## src/rtl/uart_host_ctrl_pkg.sv

```systemverilog
// uart_host_ctrl_pkg: shared state encodings and frame sizing for the host-link controller
// Provides the tx framer states, the load/run phase encoding and the bytes-per-sample helper.
package uart_host_ctrl_pkg;
  localparam logic [1:0] TX_IDLE = 2'd0;
  localparam logic [1:0] TX_PUSH = 2'd1;
  localparam logic [1:0] TX_WAIT = 2'd2;
  localparam logic LOAD = 1'b0;
  localparam logic RUN  = 1'b1;
  function automatic int calc_nb(input int dw);
    return (dw + 7) / 8;
  endfunction
endpackage

```

## src/rtl/uart_sample_framer.sv

```systemverilog
// uart_sample_framer: captures synth samples on a rising sample edge and streams them as UART bytes
// Ports: clk/rst clock and async active-high reset; i_sample/i_left/i_right sample input;
//        o_tx_data/o_tx_wr/i_tx_done transmitter handshake; o_drop_cnt saturating dropped-sample count.
module uart_sample_framer
  import uart_host_ctrl_pkg::*;
#(
  parameter int DW = 16,
  parameter int STEREO = 0
) (
  input  logic          clk,
  input  logic          rst,
  input  logic          i_sample,
  input  logic [DW-1:0] i_left,
  input  logic [DW-1:0] i_right,
  input  logic          i_tx_done,
  output logic [7:0]    o_tx_data,
  output logic          o_tx_wr,
  output logic [7:0]    o_drop_cnt
);
  localparam int NB = calc_nb(DW);
  localparam int FB = NB * (STEREO + 1);
  localparam int CW = $clog2(FB) + 1;
  logic            r_sample_d;
  logic [1:0]      r_state;
  logic [CW-1:0]   r_rem;
  logic [8*FB-1:0] r_buf;
  logic [7:0]      r_tx_data;
  logic [7:0]      r_drop;
  logic [8*FB-1:0] w_frame;
  logic [8*FB-1:0] w_next;
  logic            w_rise;
  assign w_rise     = i_sample & ~r_sample_d;
  assign w_next     = r_buf >> 8;
  assign o_tx_wr    = r_state == TX_PUSH;
  assign o_tx_data  = r_tx_data;
  assign o_drop_cnt = r_drop;
  // Channels are sign-extended to whole bytes; left occupies the low bytes so it is sent first.
  generate
    if (STEREO != 0) begin : g_stereo
      assign w_frame = {(8*NB)'($signed(i_right)), (8*NB)'($signed(i_left))};
    end else begin : g_mono
      logic signed [DW:0] w_sum;
      assign w_sum = {i_left[DW-1], i_left} + {i_right[DW-1], i_right};
      // After the arithmetic shift bit DW equals bit DW-1, so extending from DW+1 bits
      // matches truncating to DW bits and sign-extending.
      assign w_frame = (8*NB)'(w_sum >>> 1);
    end
  endgenerate
  always_ff @(posedge clk or posedge rst) begin
    if (rst) begin
      r_sample_d <= 1'b0;
      r_state    <= TX_IDLE;
      r_rem      <= '0;
      r_buf      <= '0;
      r_tx_data  <= '0;
      r_drop     <= '0;
    end else begin
      r_sample_d <= i_sample;
      if (w_rise && r_state != TX_IDLE && r_drop != 8'hFF) r_drop <= r_drop + 8'd1;
      if (r_state == TX_IDLE) begin
        if (w_rise) begin
          r_buf     <= w_frame;
          r_tx_data <= w_frame[7:0];
          r_rem     <= CW'(FB - 1);
          r_state   <= TX_PUSH;
        end
      end else if (r_state == TX_PUSH) begin
        r_state <= TX_WAIT;
      end else if (i_tx_done) begin
        if (r_rem == '0) begin
          r_state <= TX_IDLE;
        end else begin
          r_buf     <= w_next;
          r_tx_data <= w_next[7:0];
          r_rem     <= r_rem - 1'b1;
          r_state   <= TX_PUSH;
        end
      end
    end
  end
endmodule

```

## src/rtl/uart_host_ctrl.sv

```systemverilog
// uart_host_ctrl: host-link controller loading the sound ROM, forwarding commands and streaming samples
// Ports: clk/rst clock and async active-high reset; i_rx_* UART receive byte stream;
//        o_tx_data/o_tx_wr/i_tx_done UART transmit handshake; i_sample/i_left/i_right synth output;
//        o_sound_latch/o_irq/i_clear_irq CPU command handshake; o_cpu_rst CPU reset;
//        o_rom_wr/o_rom_addr/o_rom_din ROM write port; o_loading load phase flag;
//        o_overrun sticky lost-command flag; o_drop_cnt dropped-sample count.
module uart_host_ctrl
  import uart_host_ctrl_pkg::*;
#(
  parameter int AW = 15,
  parameter int DW = 16,
  parameter int STEREO = 0,
  parameter int FAST_LOAD = 0
) (
  input  logic          clk,
  input  logic          rst,
  input  logic [7:0]    i_rx_data,
  input  logic          i_rx_valid,
  input  logic          i_rx_error,
  output logic [7:0]    o_tx_data,
  output logic          o_tx_wr,
  input  logic          i_tx_done,
  input  logic          i_sample,
  input  logic [DW-1:0] i_left,
  input  logic [DW-1:0] i_right,
  output logic [7:0]    o_sound_latch,
  output logic          o_irq,
  input  logic          i_clear_irq,
  output logic          o_cpu_rst,
  output logic          o_rom_wr,
  output logic [AW-1:0] o_rom_addr,
  output logic [7:0]    o_rom_din,
  output logic          o_loading,
  output logic          o_overrun,
  output logic [7:0]    o_drop_cnt
);
  localparam logic [AW-1:0] START = FAST_LOAD != 0 ? AW'(2**AW - 16) : '0;
  logic          r_state;
  logic          r_cpu_rst;
  logic          r_rom_wr;
  logic [AW-1:0] r_rom_addr;
  logic [7:0]    r_rom_din;
  logic [7:0]    r_latch;
  logic          r_irq;
  logic          r_overrun;
  logic          w_acc;
  logic          w_load;
  logic          w_last;
  logic          w_cmd;
  logic          w_rom_acc;
  assign w_acc  = i_rx_valid & ~i_rx_error;
  assign w_load = r_state == LOAD;
  // Strobe for the final ROM byte: the phase switches to RUN as it completes.
  assign w_last = r_rom_wr & (&r_rom_addr);
  // A byte arriving during the final strobe has no address left to go to, so it is not written.
  assign w_rom_acc = w_acc & w_load & ~w_last;
  assign w_cmd  = w_acc & ~w_load;
  assign o_loading     = w_load;
  assign o_cpu_rst     = r_cpu_rst;
  assign o_rom_wr      = r_rom_wr;
  assign o_rom_addr    = r_rom_addr;
  assign o_rom_din     = r_rom_din;
  assign o_sound_latch = r_latch;
  assign o_irq         = r_irq;
  assign o_overrun     = r_overrun;
  always_ff @(posedge clk or posedge rst) begin
    if (rst) begin
      r_state    <= LOAD;
      r_cpu_rst  <= 1'b1;
      r_rom_wr   <= 1'b0;
      r_rom_addr <= START;
      r_rom_din  <= '0;
      r_latch    <= '0;
      r_irq      <= 1'b0;
      r_overrun  <= 1'b0;
    end else begin
      r_cpu_rst <= w_load;
      r_rom_wr  <= w_rom_acc;
      if (w_rom_acc) r_rom_din <= i_rx_data;
      if (r_rom_wr) r_rom_addr <= r_rom_addr + 1'b1;
      if (w_last) r_state <= RUN;
      if (w_cmd) r_latch <= i_rx_data;
      // A new command outranks a coincident acknowledge; irq never rises during load.
      r_irq     <= w_cmd | (r_irq & ~i_clear_irq);
      r_overrun <= r_overrun | (w_cmd & r_irq & ~i_clear_irq);
    end
  end
  uart_sample_framer #(
    .DW(DW),
    .STEREO(STEREO)
  ) u_framer (
    .clk(clk),
    .rst(rst),
    .i_sample(i_sample),
    .i_left(i_left),
    .i_right(i_right),
    .i_tx_done(i_tx_done),
    .o_tx_data(o_tx_data),
    .o_tx_wr(o_tx_wr),
    .o_drop_cnt(o_drop_cnt)
  );
endmodule

```

## config.mk

```make
export PLATFORM = sky130hd
export DESIGN_NAME = uart_host_ctrl
export DESIGN_NICKNAME = d
export VERILOG_FILES = /design/src/rtl/uart_host_ctrl_pkg.sv /design/src/rtl/uart_sample_framer.sv /design/src/rtl/uart_host_ctrl.sv
export SDC_FILE = /design/constraint.sdc
export NUM_CORES = 1
export LEC_CHECK = 0
export ABC_AREA = 1
export ABC_CLOCK_PERIOD_IN_PS = 1250
export BUFFER_PORTS_ARGS = -buffer_cell sky130_fd_sc_hd__buf_2
export CORE_ASPECT_RATIO = 1.2
export CORE_MARGIN = 2
export CORE_UTILIZATION = 48
export CTS_CLUSTER_SIZE = 12
export DETAILED_ROUTE_END_ITERATION = 6
export PLACE_DENSITY = 0.78
export SKIP_LAST_GASP = 1
export SYNTH_ARGS = -nofsm -noshare
export SYNTH_HDL_FRONTEND = slang
export SYNTH_HIERARCHICAL = 1
export SYNTH_SLANG_ARGS = --single-unit
export TNS_END_PERCENT = 10
```

## constraint.sdc

```tcl
create_clock -name clk -period 1.25 [get_ports clk]
set_input_delay 0.125 -clock clk [delete_from_list [all_inputs] [get_ports clk]]
set_output_delay 0.125 -clock clk [all_outputs]
set_load 0.01 [all_outputs]
```

==> results.cfg, run 1 <==
[clock_network]
cts_buffers = 9
clock-sinks = 65
clk_pin_slew_worst_paths_ns = 0.07
cts_root_buf = clkbuf_8
clockBufferDepth = 2
tritoncts = yes
clock_latency_ns = 0.35
htree_levels = 3

[sta]
hold-worst-slack_ns = 0.0216
slew-limit-headroom_pct = 66.8
fmax_mhz = 749
skew_ns = 0.00730
final.min_clock_period_ns = 1.34
drv_slew = 0
hold_viol_final = 0
worst_slew_pin_slew_ns = 0.497
finalCritPeriodShare_pct = 107
grt_setup_unrepaired = true
setup_viol = 24
postLayoutSetupSlackWorst_ns = -0.0860

[logic_synthesis]
synth_area_per_cell_um2 = 7.68
netlist_instances = 510
yosysSeqAreaShare_pct = 41.6
ys_top_cells_by_area = dfrtp_1 41%, nand2_1 18%, inv_1 6.7%
async_reset_ff_share_pct = 100
yosys_warnings = 6
synth_cell_types = 33
synth-edff-count = 0
synth-main-ff-cell = dfrtp_1
syn-num-nets = 576
yosysTopAreaCell = dfrtp_1
yosys.area.top_type_share_pct = 40.9
synth_commonest_cells = 187 x nand2_1, 70 x inv_1, 64 x dfrtp_1
yosysMostFrequentCell = nand2_1
ys_ff_latch = 65
netlist_area_um2 = 3920

[route]
drt_iter0_drc = 103
routed-via-count = 3803
vias_per_cell = 4.89
detail_route.wl_per_cell_um = 11.9
dr.pass1.iters = 5
drtAntennaViolNets = 0
drc = 0
postRouteWirelength_mm = 9.29

[cells_and_area]
fin_nets = 744
area_growth_syn_to_layout_pct = 34.9
instances_no_fill = 778
num_antenna_cells = 0
drive_gt1_share_pct = 34.0
n_fill_cell = 703

[hold_path]
holdPathEnd = o_irq
min-delay-start = i_clear_irq
min_path_type = primary input to flip-flop
whs_path_depth = 4

[critical_path]
worstSetupStartpointType = flip-flop
rr_worst_depth = 8
crit_path_end_kind = flip-flop
path_delay_family = simple AND/OR/NAND/NOR gates
path_class = flip-flop to flip-flop
path_buf_inv = 2
crit_slowest_cell = dfrtp_2
path_max_fanout = 8
critPathMaxStageDelay_ns = 0.39
arrival_ns = 1.57
worstPathCellList = ha_4, inv_4, nor4_4, nand2_2, nand2_4, inv_6, nand2_1, o21ai_2
r2r-start = u_framer/o_drop_cnt[0]
reg2reg_to = u_framer/o_drop_cnt[1]
rrSetupSlack_ns = -0.09
required_ns = 1.49

[die]
die_area_um2 = 8900
initial_core_util_pct = 48.8
io_pins = 100
core_um2 = 8020
row_count = 36
die_y_um = 103
die_x_um = 86.5

[global_routing]
grt_overflow = 0
grt_use_total_pct = 21.1
grt_pass1_wl_mm = 15.0
antenna_found_initial = 0
grt_pass1_vias = 3620
grt_max_degree = 37

[placed_design]
placed_cells = 750
hpwlAfterDp_mm = 7.19
finalWeightedCongestion = 0.839
post-place-ws_ns = -0.293
portBuffers = 99

[pwr]
p_leak_nw = 3.14
peakVddDrop_mv = 0.676
powerDensity_nw_per_um2 = 1580
finalPower_w = 0.00832

[flow_run]
drv_cap = 0

[status]
violations = setup timing
outcome = finished with violations
[cells in the final DEF (no fill, tap or decap), drive strengths merged, types with 2 or more instances in the layout]
| cell | instances |
|---|---|
| inv | 77 |
| clkinv | 2 |
| xnor2 | 7 |
| dlygate4sd3 | 3 |
| o21ai | 12 |
| nor3 | 7 |
| nor2 | 31 |
| a21oi | 19 |
| xor2 | 13 |
| mux2 | 8 |
| dfrtp | 64 |
| nand4 | 4 |
| or2 | 2 |
| nand3b | 5 |
| ha | 18 |
| clkbuf | 10 |
| nand3 | 31 |
| buf | 164 |
| nand2 | 196 |
| bufinv | 2 |
[how the worst max path moves through the flow]
stage	startpoint	end	slack [ns]	depth (start not counted)
3_5_place_dp	i_left[0]	u_framer/r_buf[11]	-0.29	12
5_1_grt	u_framer/o_drop_cnt[1]	u_framer/o_drop_cnt[1]	-0.15	8
6_report	u_framer/o_drop_cnt[0]	u_framer/o_drop_cnt[1]	-0.09	8
3_3_place_gp	i_left[0]	u_framer/r_buf[15]	-0.25	12
2_1_floorplan	u_framer/o_drop_cnt[1]	u_framer/o_drop_cnt[1]	-0.11	8
4_1_cts	u_framer/o_drop_cnt[0]	u_framer/o_drop_cnt[1]	-0.11	8
[through the flow]
stage | TNS (ns) | cell area (um2) | util (%)
after CTS | -1.52 | 5210 | 65.0
after global routing | -3.87 | 5280 | 65.9
after detailed placement | -3.61 | 4920 | 61.3
final | -1.03 | 5280 | 65.9
after floorplan | -0.895 | 3930 | -
after global placement | -2.96 | 4920 | 61.3
[where the power goes]
group / switching, W / internal [W] / total [W]
Combinational: 0.00177 / 0.00160 / 0.00337
Sequential: 0.000340 / 0.00261 / 0.00295
Clock: 0.000816 / 0.00118 / 0.00200
Total: 0.00292 / 0.00540 / 0.00832
[kinds of logic (layout without fill, tap and decap cells)]
group / after synthesis / after routing / share of synthesized area (%)
muxes: 8 / 8 / 2.30
and+or+nand+nor: 277 / 277 / 31.4
adders and majority gates: 19 / 19 / 6.26
AOI/OAI and AO/OA: 35 / 35 / 4.79
buffers and inverters: 86 / 259 / 9.20
xor gates and xnor gates: 20 / 20 / 4.47
DFF: 65 / 65 / 41.6
[metal layers]
layer | GRT usage (%) | share of wire (%) | vias to the layer above
li1 | - | - | 1923
met1 | 23.1 | 39 | 1791
met2 | 39.7 | 56 | 80
met3 | 4.80 | 3.5 | 9
met4 | 7.57 | 1.1 | 0
met5 | 0 | 0 | -
[state kept, by name, summed over array words and instances (netlist names)]
| name | count |
|---|---|
| u_framer/r_state | 2 |
| r_state | 1 |
| u_framer/r_sample_d | 1 |
| u_framer/r_rem | 2 |
| o_irq | 1 |
| o_sound_latch | 8 |
| o_rom_wr | 1 |
| o_rom_addr | 15 |
| o_overrun | 1 |
| u_framer/r_buf | 16 |
| u_framer/o_drop_cnt | 8 |
| o_rom_din | 8 |
| o_cpu_rst | 1 |
[layout make-up]
cell class | count | area [um2] | area share [%]
clock buffers | 10 | 138 | 2.61
well taps | 95 | 119 | 2.25
flip-flops and latches | 65 | 1630 | 30.8
multi-input cells | 359 | 1970 | 37.3
inverters | 76 | 295 | 5.59
clock inverters | 6 | 90.1 | 1.71
repair buffers | 167 | 1040 | 19.7
[worst min-delay path, cell delays in order]
cell     delay (ns)
buf_2          0.07
inv_1          0.03
nand2_1        0.06
nand2_1        0.05
[repair_timing]
action | CTS | global route
cloned | 0 | 1
hold buffers | 3 | 0
pin swaps | 0 | 8
hold endpoints to repair | 48 | 0
buffers inserted | 3 | 5
setup endpoints to repair | 32 | 45
resized for setup | 3 | 16
Power figures use the tool's default switching activity.
==> inputs of run 2 (changes only) <==
--- a/config.mk
+++ b/config.mk
@@ -8,7 +8,7 @@
 export ABC_AREA = 1
 export ABC_CLOCK_PERIOD_IN_PS = 1250
 export BUFFER_PORTS_ARGS = -buffer_cell sky130_fd_sc_hd__buf_2
-export CORE_ASPECT_RATIO = 1.2
+export CORE_ASPECT_RATIO = 0.7
 export CORE_MARGIN = 2
 export CORE_UTILIZATION = 48
 export CTS_CLUSTER_SIZE = 12
==> run 2 against run 1 <==
  * Utilization rose by 2.6 points
  * Non-clock buffer count fell by 6
  * Critical path depth fell by 1
  * The flow still finishes with violations (setup timing)
  * Setup slack got worse by 0.042 ns
==> results.cfg, run 2 (synthesis results as in run 1) <==
[status]
outcome = finished with violations
violations = setup timing

[clock_network]
clk_pin_slew_worst_paths_ns = 0.05
clock-sinks = 65
clock_latency_ns = 0.33
cts_root_buf = clkbuf_16
cts_buffers = 9
tritoncts = yes
clockBufferDepth = 2
htree_levels = 3

[die]
io_pins = 100
die_x_um = 112
row_count = 27
core_um2 = 7910
die_y_um = 79.6
initial_core_util_pct = 49.5
die_area_um2 = 8910

[cells_and_area]
final_area_um2 = 5420
largest_reg_flops = 16
n_fill_cell = 625
drive_gt1_share_pct = 34.3
area_growth_syn_to_layout_pct = 38.3
fin_nets = 740
layout_commonest_cell = nand2_1
final_core_util_pct = 68.5
regMostFlops = u_framer/r_buf
final_cell_mix = 178 x nand2_1, 99 x buf_2, 68 x inv_1
num_antenna_cells = 0

[sta]
worst_slew_pin_slew_ns = 0.558
grt_setup_unrepaired = true
slew-limit-headroom_pct = 62.8
final.min_clock_period_ns = 1.38
fmax_mhz = 726
drv_slew = 0
finalCritPeriodShare_pct = 110
hold-worst-slack_ns = 0.0443
postLayoutSetupSlackWorst_ns = -0.128
skew_ns = 0.00773
hold_viol_final = 0
setup_viol = 23

[route]
drc = 0
detail_route.wl_per_cell_um = 12.9
vias_per_cell = 4.98
routed-via-count = 3883
drtAntennaViolNets = 0
drt_iter0_drc = 244
postRouteWirelength_mm = 10.1
dr.pass1.iters = 5

[hold_path]
whs_path_depth = 3
holdPathEnd = o_rom_din[7]
min-delay-start = i_rx_data[7]
min_path_type = primary input to flip-flop

[pwr]
peakVddDrop_mv = 1.39
powerDensity_nw_per_um2 = 1640
p_leak_nw = 3.19
finalPower_w = 0.00890

[global_routing]
grt_overflow = 0
grt_pass1_wl_mm = 16.5
busiest_layer = met2
grt_use_total_pct = 23.2
use_met3_pct = 7.29
grt_max_degree = 37
grt_pass1_vias = 3597
met1_usage_pct = 32.4
use_met2_pct = 36.3
antenna_found_initial = 0

[critical_path]
reg2reg_to = u_framer/o_drop_cnt[0]
crit_slowest_cell = dfrtp_1
crit_path_end_kind = flip-flop
path_class = flip-flop to flip-flop
path_max_fanout = 5
worstPathCellList = ha_4, inv_2, nor4_4, nand2_2, nand2_4, buf_12, xnor2_1
required_ns = 1.50
rr_worst_depth = 7
rrSetupSlack_ns = -0.13
r2r-start = u_framer/o_drop_cnt[1]
critPathMaxStageDelay_ns = 0.40
arrival_ns = 1.63
worstSetupStartpointType = flip-flop

[placed_design]
finalWeightedCongestion = 0.869
post-place-ws_ns = -0.365
portBuffers = 99
place_area_um2 = 4890
hpwlAfterDp_mm = 7.45

[flow_run]
drv_cap = 0
[run 2: changes by cell type in the layout (fill, tap and decap cells not counted), moves of 3 or more]
cell and delta:
clkbuf_16 +9, nand2_4 +3, clkbuf_8 -7, o21ai_1 -4, o21ai_0 +4, nand2_2 +3, nand2_1 -6, buf_4 -5
[run 2: worst max-delay path by stage]
| stage | startpoint | end | cells after the start |
|---|---|---|---|
| after floorplan | u_framer/o_drop_cnt[1] | u_framer/o_drop_cnt[1] | 8 |
| after global placement | i_left[0] | u_framer/r_buf[3] | 11 |
| after detailed placement | i_left[0] | u_framer/r_buf[15] | 12 |
| after CTS | u_framer/o_drop_cnt[1] | u_framer/o_drop_cnt[5] | 8 |
| after global routing | u_framer/o_drop_cnt[1] | u_framer/o_drop_cnt[0] | 7 |
| final | u_framer/o_drop_cnt[1] | u_framer/o_drop_cnt[0] | 7 |
[run 2: metal layers]
| layer | share of wire (%) | vias up |
|---|---|---|
| li1 | - | 1919 |
| met1 | 46 | 1827 |
| met2 | 46 | 129 |
| met3 | 6.9 | 8 |
| met4 | 0.63 | 0 |
| met5 | 0 | - |
[run 2: power by group]
group | total (W) | switching, W | internal [W]
Combinational | 0.00335 | 0.00181 | 0.00154
Clock | 0.00258 | 0.000881 | 0.00170
Sequential | 0.00297 | 0.000358 | 0.00262
[run 2: repair_timing]
action                                  in CTS  in global routing
endpoints found under the hold margin       66                  0
pin swaps                                    3                  8
gates cloned                                 0                  2
buffers inserted                             2                  5
hold buffers                                 3                  0
resized for setup                            2                 24
endpoints found under the setup margin      27                 46
[run 2: final cells by class]
cell class | count | area [um2] | share of cell area, %
flip-flops and latches | 65 | 1630 | 30.1
repair buffers | 161 | 1010 | 18.6
clock buffers | 14 | 274 | 5.06
well taps | 101 | 126 | 2.33
clock inverters | 2 | 35.0 | 0.647
inverters | 76 | 295 | 5.45
multi-input cells | 361 | 2050 | 37.8
[run 2: worst max-delay path, delay by kind of cell (launching register included)]
family / cells / cell delay, ns
simple gates: 3 / 0.48
flops: 1 / 0.40
fa+ha+maj: 1 / 0.16
buf+inv: 2 / 0.16
xor+xnor: 1 / 0.10
[run 2: metrics by stage]
| stage | cells | setup TNS (ns) |
|---|---|---|
| CTS | 773 | -1.42 |
| finish | 780 | -1.44 |
| global placement | 752 | -3.22 |
| detailed placement | 752 | -4.55 |
| global route | 780 | -4.98 |
| floorplan | 510 | -0.895 |
==> inputs of run 3 (changes only) <==
==> constraint.sdc (replaced) <==
create_clock -name clk -period 1.25 [get_ports clk]
set_input_delay 0.25 -clock clk [delete_from_list [all_inputs] [get_ports clk]]
set_output_delay 0.25 -clock clk [all_outputs]
set_load 0.01 [all_outputs]
==> run 3 against run 2 <==
  * Cell count down 0.51%
  * Non-clock buffer count down 4
  * The flow still finishes with violations (setup timing)
  * Worst hold slack better by 0.017 ns
  * Setup slack better by 0.017 ns
  * Largest cell class unchanged
  * Via count down 1.0%
  * Sequential cell count unchanged
==> results.cfg, run 3 (synthesis results as in run 1) <==
[route]
detail_route.wl_per_cell_um = 13.1
drc = 0
drt_iter0_drc = 298
postRouteWirelength_mm = 10.2
dr.pass1.iters = 5
vias_per_cell = 4.95
routed-via-count = 3844
drtAntennaViolNets = 0

[clock_network]
clock_latency_ns = 0.33
htree_levels = 3
cts_buffers = 9
tritoncts = yes
clock-sinks = 65
cts_root_buf = clkbuf_16
clockBufferDepth = 2
clk_pin_slew_worst_paths_ns = 0.06

[global_routing]
busiest_layer = met2
grt_max_degree = 37
grt_use_total_pct = 22.6
use_met2_pct = 34.8
grt_pass1_wl_mm = 16.2
grt_pass1_vias = 3574
antenna_found_initial = 0
met1_usage_pct = 31.2
grt_overflow = 0
use_met3_pct = 6.15

[critical_path]
worstPathCellList = buf_4, nor2_2, buf_2
path_class = flip-flop to output pin
reg2reg_to = u_framer/o_drop_cnt[4]
crit_path_end_kind = output pin
worstSetupStartpointType = flip-flop
rr_worst_depth = 8
arrival_ns = 1.11
path_max_fanout = 3
rrSetupSlack_ns = -0.11
critPathMaxStageDelay_ns = 0.40
r2r-start = u_framer/o_drop_cnt[1]
crit_slowest_cell = dfrtp_1
required_ns = 1.00
startpoint = u_framer/r_state[1]

[sta]
skew_ns = 0.00908
final.min_clock_period_ns = 1.36
fmax_mhz = 735
hold_viol_final = 0
grt_setup_unrepaired = true
worst_slew_pin_slew_ns = 0.471
postLayoutSetupSlackWorst_ns = -0.111
drv_slew = 0
finalCritPeriodShare_pct = 109
setup_viol = 36
slew-limit-headroom_pct = 68.5

[die]
row_count = 27
io_pins = 100
core_um2 = 7910
initial_core_util_pct = 49.5
die_x_um = 112
die_area_um2 = 8910
die_y_um = 79.6

[status]
violations = setup timing
outcome = finished with violations

[cells_and_area]
layout_commonest_cell = nand2_1
regMostFlops = u_framer/r_buf
n_fill_cell = 663
instances_no_fill = 776
final_cell_mix = 179 x nand2_1, 99 x buf_2, 67 x inv_1
largest_reg_flops = 16
drive_gt1_share_pct = 34.7
area_growth_syn_to_layout_pct = 36.9
num_antenna_cells = 0
fin_nets = 736
final_area_um2 = 5360

[placed_design]
place_area_um2 = 4960
portBuffers = 99
post-place-ws_ns = -0.367
placed_cells = 754
finalWeightedCongestion = 0.911
hpwlAfterDp_mm = 7.77

[pwr]
powerDensity_nw_per_um2 = 1630
peakVddDrop_mv = 1.72
p_leak_nw = 3.15

[hold_path]
holdPathEnd = u_framer/r_sample_d
min_path_type = primary input to flip-flop
min-delay-start = i_sample
whs_path_depth = 1

[flow_run]
drv_cap = 0
run 3: cell types whose count changed in the layout (fill, tap and decap cells not counted), sizes merged:
cell / before / now
buf: 158 / 156
clkbuf: 14 / 13
dlygate4sd3: 3 / 1
clkinv: 1 / 2
run 3: how the worst max path moves through the flow:
stage | to | slack, ns
final | o_tx_wr | -0.11
after global routing | u_framer/o_drop_cnt[4] | -0.21
after CTS | o_tx_wr | -0.12
after detailed placement | u_framer/r_buf[12] | -0.37
after global placement | u_framer/r_buf[8] | -0.34
after floorplan | u_framer/r_buf[13] | -0.12
run 3: layer usage:
| metal | wire (um) | share of wire [%] |
|---|---|---|
| met1 | 4720 | 46 |
| met2 | 4680 | 46 |
| met4 | 167 | 1.6 |
| met5 | 0 | 0 |
| met3 | 590 | 5.8 |
run 3: critical path: cells and delay by family (launching register included):
family	cells	cell delay [ns]
AND/OR/NAND/NOR	1	0.10
buffers and inverters	2	0.28
flip-flops	1	0.40
run 3: per-stage QoR:
step / hold slack (ns) / util [%] / total power [W] / setup TNS (ns)
floorplan: 0.281 / - / 0.00478 / -1.64
global placement: 0.237 / 62.7 / 0.00598 / -4.25
detailed placement: 0.240 / 62.7 / 0.00611 / -5.56
CTS: 0.0534 / 66.9 / 0.00871 / -1.76
global route: 0.0605 / 67.8 / 0.00928 / -5.53
finish: 0.0613 / 67.8 / 0.00872 / -1.45
run 3: report_power, final:
part	total (W)	switching, W	internal, W
clock network	0.00251	0.000866	0.00164
logic	0.00324	0.00177	0.00146
registers	0.00297	0.000352	0.00262
run 3: final cells by class:
cell class	instances	area [um2]	area share, %
Clock inverter	3	40.0	0.747
Multi-Input combinational cell	361	2040	38.1
Tap cell	101	126	2.36
Sequential cell	65	1630	30.4
Inverter	76	293	5.46
Clock buffer	13	260	4.85
Timing Repair Buffer	157	971	18.1
run 3: repair_timing:
| action | in CTS | in global routing |
|---|---|---|
| gates cloned | 0 | 2 |
| endpoints found under the hold margin | 41 | 0 |
| hold buffers | 1 | 0 |
| gates resized for setup | 4 | 11 |
| setup buffers | 0 | 3 |
| pin swaps | 1 | 3 |
| setup endpoints to repair | 37 | 55 |
